[src/rtl/tpose_pkg.sv]
// Shared defaults and state encoding for the transpose-page row scheduler.
package tpose_pkg;

    localparam int unsigned W_DEF            = 16;
    localparam int unsigned LANES_DEF        = 8;
    localparam int unsigned ROWS_PER_BLK_DEF = 8;
    localparam int unsigned CREDIT_ROWS_DEF  = 16;
    localparam int unsigned BLK_W            = 16;

    typedef enum logic [1:0] {
        RUN   = 2'd0,
        DRAIN = 2'd1,
        DONE  = 2'd2,
        ERR   = 2'd3
    } state_t;

endpackage

[src/rtl/tpose_credit_ctr.sv]
// Saturating up/down count of rows accepted by the page but not yet retired.
module tpose_credit_ctr #(
    parameter int unsigned MAX = 16
) (
    input  logic                         clock,
    input  logic                         reset,
    input  logic                         inc,
    input  logic                         dec,
    output logic [$clog2(MAX+1)-1:0]     count,
    output logic                         full,
    output logic                         empty,
    output logic                         underflow
);

    localparam int unsigned CW = $clog2(MAX + 1);

    assign full      = (count == CW'(MAX));
    assign empty     = (count == '0);
    assign underflow = dec & empty;

    // Simultaneous inc and dec cancel; each direction saturates at its bound.
    always_ff @(posedge clock) begin
        if (reset) begin
            count <= '0;
        end else if (inc && !dec && !full) begin
            count <= count + CW'(1);
        end else if (dec && !inc && !empty) begin
            count <= count - CW'(1);
        end
    end

endmodule

[src/rtl/tpose_row_sched.sv]
// Fires full lane-aligned rows into the transpose page under a row credit limit,
// counts completed blocks and enforces lane-synchronous end-of-stream.
module tpose_row_sched
    import tpose_pkg::*;
#(
    parameter int unsigned W            = W_DEF,
    parameter int unsigned LANES        = LANES_DEF,
    parameter int unsigned ROWS_PER_BLK = ROWS_PER_BLK_DEF,
    parameter int unsigned CREDIT_ROWS  = CREDIT_ROWS_DEF
) (
    input  logic                 clock,
    input  logic                 reset,
    input  logic [LANES*W-1:0]   up_d,
    input  logic [LANES-1:0]     up_e,
    input  logic [LANES-1:0]     up_v,
    output logic [LANES-1:0]     up_b,
    output logic [LANES*W-1:0]   pg_d,
    output logic [LANES-1:0]     pg_e,
    output logic [LANES-1:0]     pg_v,
    input  logic [LANES-1:0]     pg_b,
    input  logic                 mon_v,
    input  logic                 mon_b,
    output logic [BLK_W-1:0]     blk_count,
    output logic                 done,
    output logic                 err
);

    localparam int unsigned RW = (ROWS_PER_BLK > 1) ? $clog2(ROWS_PER_BLK) : 1;
    localparam int unsigned CW = $clog2(CREDIT_ROWS + 1);

    state_t          state_q;
    state_t          state_d;
    logic [RW-1:0]   row_cnt;
    logic [CW-1:0]   in_flight;
    logic            full;
    logic            empty;
    logic            underflow;
    logic            all_v;
    logic            any_e;
    logic            all_e;
    logic            pg_free;
    logic            row_zero;
    logic            row_last;
    logic            retire;
    logic            data_fire;
    logic            eos_fire;
    logic            fire;

    assign pg_d     = up_d;
    assign pg_e     = up_e;

    assign all_v    = &up_v;
    assign any_e    = |(up_e & up_v);
    assign all_e    = &up_e;
    assign pg_free  = ~|pg_b;
    assign row_zero = (row_cnt == '0);
    assign row_last = (row_cnt == RW'(ROWS_PER_BLK - 1));
    assign retire   = mon_v & ~mon_b;

    tpose_credit_ctr #(
        .MAX       (CREDIT_ROWS)
    ) u_credit (
        .clock     (clock),
        .reset     (reset),
        .inc       (data_fire),
        .dec       (retire),
        .count     (in_flight),
        .full      (full),
        .empty     (empty),
        .underflow (underflow)
    );

    // State register
    always_ff @(posedge clock) begin
        if (reset) begin
            state_q <= RUN;
        end else begin
            state_q <= state_d;
        end
    end

    // Next state and fire decisions; credit check uses the registered count
    always_comb begin
        state_d   = state_q;
        data_fire = 1'b0;
        eos_fire  = 1'b0;
        case (state_q)
            RUN: begin
                data_fire = all_v & ~any_e & pg_free & ~full;
                eos_fire  = all_v & all_e & row_zero & pg_free;
                if (underflow || (all_v && any_e && !all_e) || (all_v && all_e && !row_zero)) begin
                    state_d = ERR;
                end else if (eos_fire) begin
                    state_d = DRAIN;
                end
            end
            DRAIN: begin
                // Enter DONE on the edge that retires the last row so done follows it by one cycle.
                if (underflow) begin
                    state_d = ERR;
                end else if (empty || (in_flight == CW'(1) && retire)) begin
                    state_d = DONE;
                end
            end
            default: begin
                state_d = state_q;
            end
        endcase
    end

    assign fire = data_fire | eos_fire;
    assign pg_v = {LANES{fire}};
    assign up_b = {LANES{~fire}};

    // Row position, block count and status flags
    always_ff @(posedge clock) begin
        if (reset) begin
            row_cnt   <= '0;
            blk_count <= '0;
            done      <= 1'b0;
            err       <= 1'b0;
        end else begin
            if (data_fire) begin
                if (row_last) begin
                    row_cnt   <= '0;
                    blk_count <= blk_count + BLK_W'(1);
                end else begin
                    row_cnt   <= row_cnt + RW'(1);
                end
            end
            done <= (state_d == DONE);
            err  <= (state_d == ERR);
        end
    end

endmodule

[config.mk]
export PLATFORM = sky130hd
export DESIGN_NAME = tpose_row_sched
export DESIGN_NICKNAME = d
export VERILOG_FILES = /design/src/rtl/tpose_pkg.sv /design/src/rtl/tpose_credit_ctr.sv /design/src/rtl/tpose_row_sched.sv
export SDC_FILE = /design/constraint.sdc
export NUM_CORES = 1
export LEC_CHECK = 0
export BUFFER_PORTS_ARGS = -buffer_cell sky130_fd_sc_hd__buf_2
export CORE_AREA = 2 2 125 127
export DETAILED_ROUTE_END_ITERATION = 12
export DIE_AREA = 0 0 127 129
export PLACE_DENSITY = 0.59
export SLEW_MARGIN = 20
export SYNTH_ARGS = -nofsm -noshare
export SYNTH_HDL_FRONTEND = slang
export SYNTH_SLANG_ARGS = --single-unit
[constraint.sdc]
create_clock -name clock -period 8.3 [get_ports clock]
set_input_delay 1.245 -clock clock [delete_from_list [all_inputs] [get_ports clock]]
set_output_delay 1.245 -clock clock [all_outputs]
set_load 0.02 [all_outputs]
==> results.cfg <==
[drt]
avgViaCountPerCell = 4.129
ant_nets = 0
drc = 0
drtPass1Iterations = 4
num_vias = 1920
wirelength_um = 6715
wl_per_cell_um = 14.44
drt_iter0_markers = 124

[finish]
final_area_sq_mm = 0.002364
layout.cells.non_filler = 465
drive_above_1_share_pct = 32.13
area_delta_synth_final_pct = -17.80
nNetsFinal = 442
antenna_cells = 0

[logic_synthesis]
avgSynthCellArea_sq_um = 7.877
syn_inst = 365
synth.area.mux_share_pct = 4.526
yosys.area_share.simple_pct = 19.84
synth_xor_area_share_pct = 0
synth_top_family_by_area = buffers and inverters
synth_compound_area_share_pct = 10.01
synth_adder_area_share_pct = 3.481
synth_seq_cells = 28
yosys_warnings = 0
syn_area_sq_mm = 0.002875
syn_nets = 529
synth_cell_types = 43
seq_area_frac_synth_pct = 19.50

[place]
io_buffers = 69
place_congestion = 0.7625
hpwl_um = 5287
dp_cells = 461
place_area_sq_mm = 0.002275

[cts]
cts-hold-fix-buffers = 0
ctsResizeCount = 0
worstSkewPairLatency_ns = 0.26
cts_tree = built
clk_pin_slew_ns = 0.07
htree_levels = 1
cts_buffer_depth = 2
post-cts-setup-buffers = 0
cts-root-buf = clkbuf_16
numCtsBuffers = 3
cts.sinks = 28

[sta]
slew_headroom_pct = 35.87
fmax_ghz = 0.2241
tightest_slew_ns = 0.9540
period_share_pct = 53.76
period_needed_ns = 4.462
fin_skew_ns = 0.004315
final_max_slew_viol_count = 0
setup_viol = 0
tns_ns = 0
hold_viol = 0
rsz0062_at_grt = no

[worst_setup_path]
critPathSlowestCell = or4_2
endpoint_kind = primary output
cp-start-kind = input port
path_cells = buf_2, nor4_1, nand4bb_1, or4_2, and2_1, buf_2
cp.required_ns = 7.05
slowest_delay_ns = 0.85
crit_type = input port to primary output
path_delay_family = simple AND/OR/NAND/NOR gates
crit_buf_inv = 2
critPathMostFrequentCell = buf_2
arrival_ns = 3.22
worstPathMaxFanout = 10

[run_status]
status = finished, final reports clean

[flow_run]
max-cap-violations = 0

[global_route]
grt_pass1_vias = 1768
grt_first_pass_wirelength_um = 9942
grt_use_total_pct = 7.583
grt_overflow = 0
antenna_found_initial = 0
grt_max_degree = 35

[floorplan]
die_y_um = 129
fp.dieW_um = 127
start_util_pct = 19.20
io_pins = 326
die-area_sq_mm = 0.01638
coreArea_sq_mm = 0.01498
row_count = 45

[power]
power_density_mw_per_mm2 = 157.5
p_leak_nw = 0.9223
max-vdd-ir-drop_mv = 0.05002

[min_path]
hp-class = flop to flop
[per-stage QoR]
step | setup WS (ns) | utilization [%] | total power [W] | hold slack, ns
2_1_floorplan | 3.971 | - | 0.0003199 | 0.4486
3_3_place_gp | 3.841 | 15.19 | 0.0002556 | 0.4617
3_5_place_dp | 3.799 | 15.19 | 0.0002546 | 0.4666
4_1_cts | 3.797 | 15.78 | 0.0003781 | 0.4769
5_1_grt | 3.682 | 15.78 | 0.0003967 | 0.4920
6_report | 3.838 | 15.78 | 0.0003723 | 0.4748
[registers in the layout, summed over array words and instances (netlist names)]
name	cells
state_q	2
err	1
done	1
blk_count	16
row_cnt	3
u_credit.count	5
[cells by family after synthesis]
family                   after synthesis
AO/OA/AOI/OAI                         45
adder cells (fa/ha/maj)                8
buffers and inverters                173
flip-flops                            28
multiplexers                          12
AND/OR/NAND/NOR                       99
[path summary, 6_finish.rpt]
kind / start / end / slack [ns] / cells past startpoint
worst max-delay path: pg_b[1] / up_b[6] / 3.84 / 6
worst min-delay path: row_cnt[1] / row_cnt[1] / 0.47 / 2
worst max register to register: u_credit.count[0] / blk_count[15] / 5.45 / 6
worst min register to register: row_cnt[1] / row_cnt[1] / 0.47 / 2
[Yosys cell counts, drive strengths merged]
cell type / instances / area share (%)
buf: 154 / 40
dfxtp: 28 / 19
nor2: 18 / 2.3
a21oi: 17 / 3.0
nand2: 14 / 1.8
inv: 12 / 1.6
nand3: 12 / 2.1
or4: 11 / 3.0
ha: 8 / 3.5
mux2: 8 / 3.1
nand4: 8 / 1.7
nor2b: 8 / 1.7
clkbuf: 7 / 0.91
o31ai: 7 / 1.8
o21ai: 6 / 1.0
nor3: 5 / 0.87
a22oi: 4 / 1.0
mux2i: 4 / 1.4
nor4: 4 / 1.1
or3: 4 / 0.87
and3: 3 / 0.65
or2: 3 / 0.65
a211oi: 2 / 0.52
a221oi: 2 / 0.61
nand2b: 2 / 0.44
nand4bb: 2 / 0.78
or4b: 2 / 0.83
a311oi: 1 / 0.30
a31oi: 1 / 0.22
a41oi: 1 / 0.30
and2: 1 / 0.22
and4: 1 / 0.30
nor4bb: 1 / 0.35
o211a: 1 / 0.35
o21a: 1 / 0.26
o21bai: 1 / 0.26
o41ai: 1 / 0.30
[report_power, final]
part	internal, W	switching [W]
registers	0.000147	0.0000137
clock network	0.0000739	0.0000463
logic	0.0000412	0.0000504
total	0.000262	0.000110
[layout make-up]
type	count	area (sq um)
Fill cell	1708	12610
Multi-Input combinational cell	164	1089
Sequential cell	28	560.5
Timing Repair Buffer	69	345.3
Tap cell	188	235.2
Clock buffer	4	88.84
Inverter	12	45.04
[tightest hold or removal path, cell delays in order, from the launching register on]
cell,delay [ns]
dfxtp_1,0.33
nand2_1,0.06
a21oi_1,0.05
[metal layers]
metal / part of all wire, % / track usage (%) / vias up
met5: 0 / 1.176 / -
met4: 6.0 / 5.107 / 0
met3: 14 / 4.366 / 56
met2: 41 / 10.78 / 92
met1: 39 / 8.495 / 847
li1: - / - / 925
[cells in the final DEF (no fill, tap or decap), types with 2 or more instances in the layout]
| cell | Yosys | layout |
|---|---|---|
| nor2_1 | 18 | 18 |
| buf_2 | 2 | 69 |
| or2_2 | 3 | 3 |
| nand2_1 | 14 | 14 |
| mux2_2 | 8 | 8 |
| dfxtp_1 | 28 | 28 |
| nor3_1 | 5 | 5 |
| a22oi_1 | 4 | 4 |
| inv_1 | 12 | 12 |
| a221oi_1 | 2 | 2 |
| nand2b_1 | 2 | 2 |
| ha_1 | 8 | 8 |
| nand4bb_1 | 2 | 2 |
| nor4_1 | 3 | 3 |
| nor2b_1 | 8 | 8 |
| a211oi_1 | 2 | 2 |
| o31ai_1 | 7 | 7 |
| a21oi_1 | 17 | 17 |
| o21ai_0 | 6 | 6 |
| or3_1 | 4 | 4 |
| and3_1 | 3 | 3 |
| mux2i_1 | 4 | 4 |
| clkbuf_16 | 0 | 3 |
| nand3_1 | 12 | 12 |
| nand4_1 | 8 | 8 |
| or4_1 | 9 | 9 |
No activity file was read; power rests on OpenSTA's default activity.
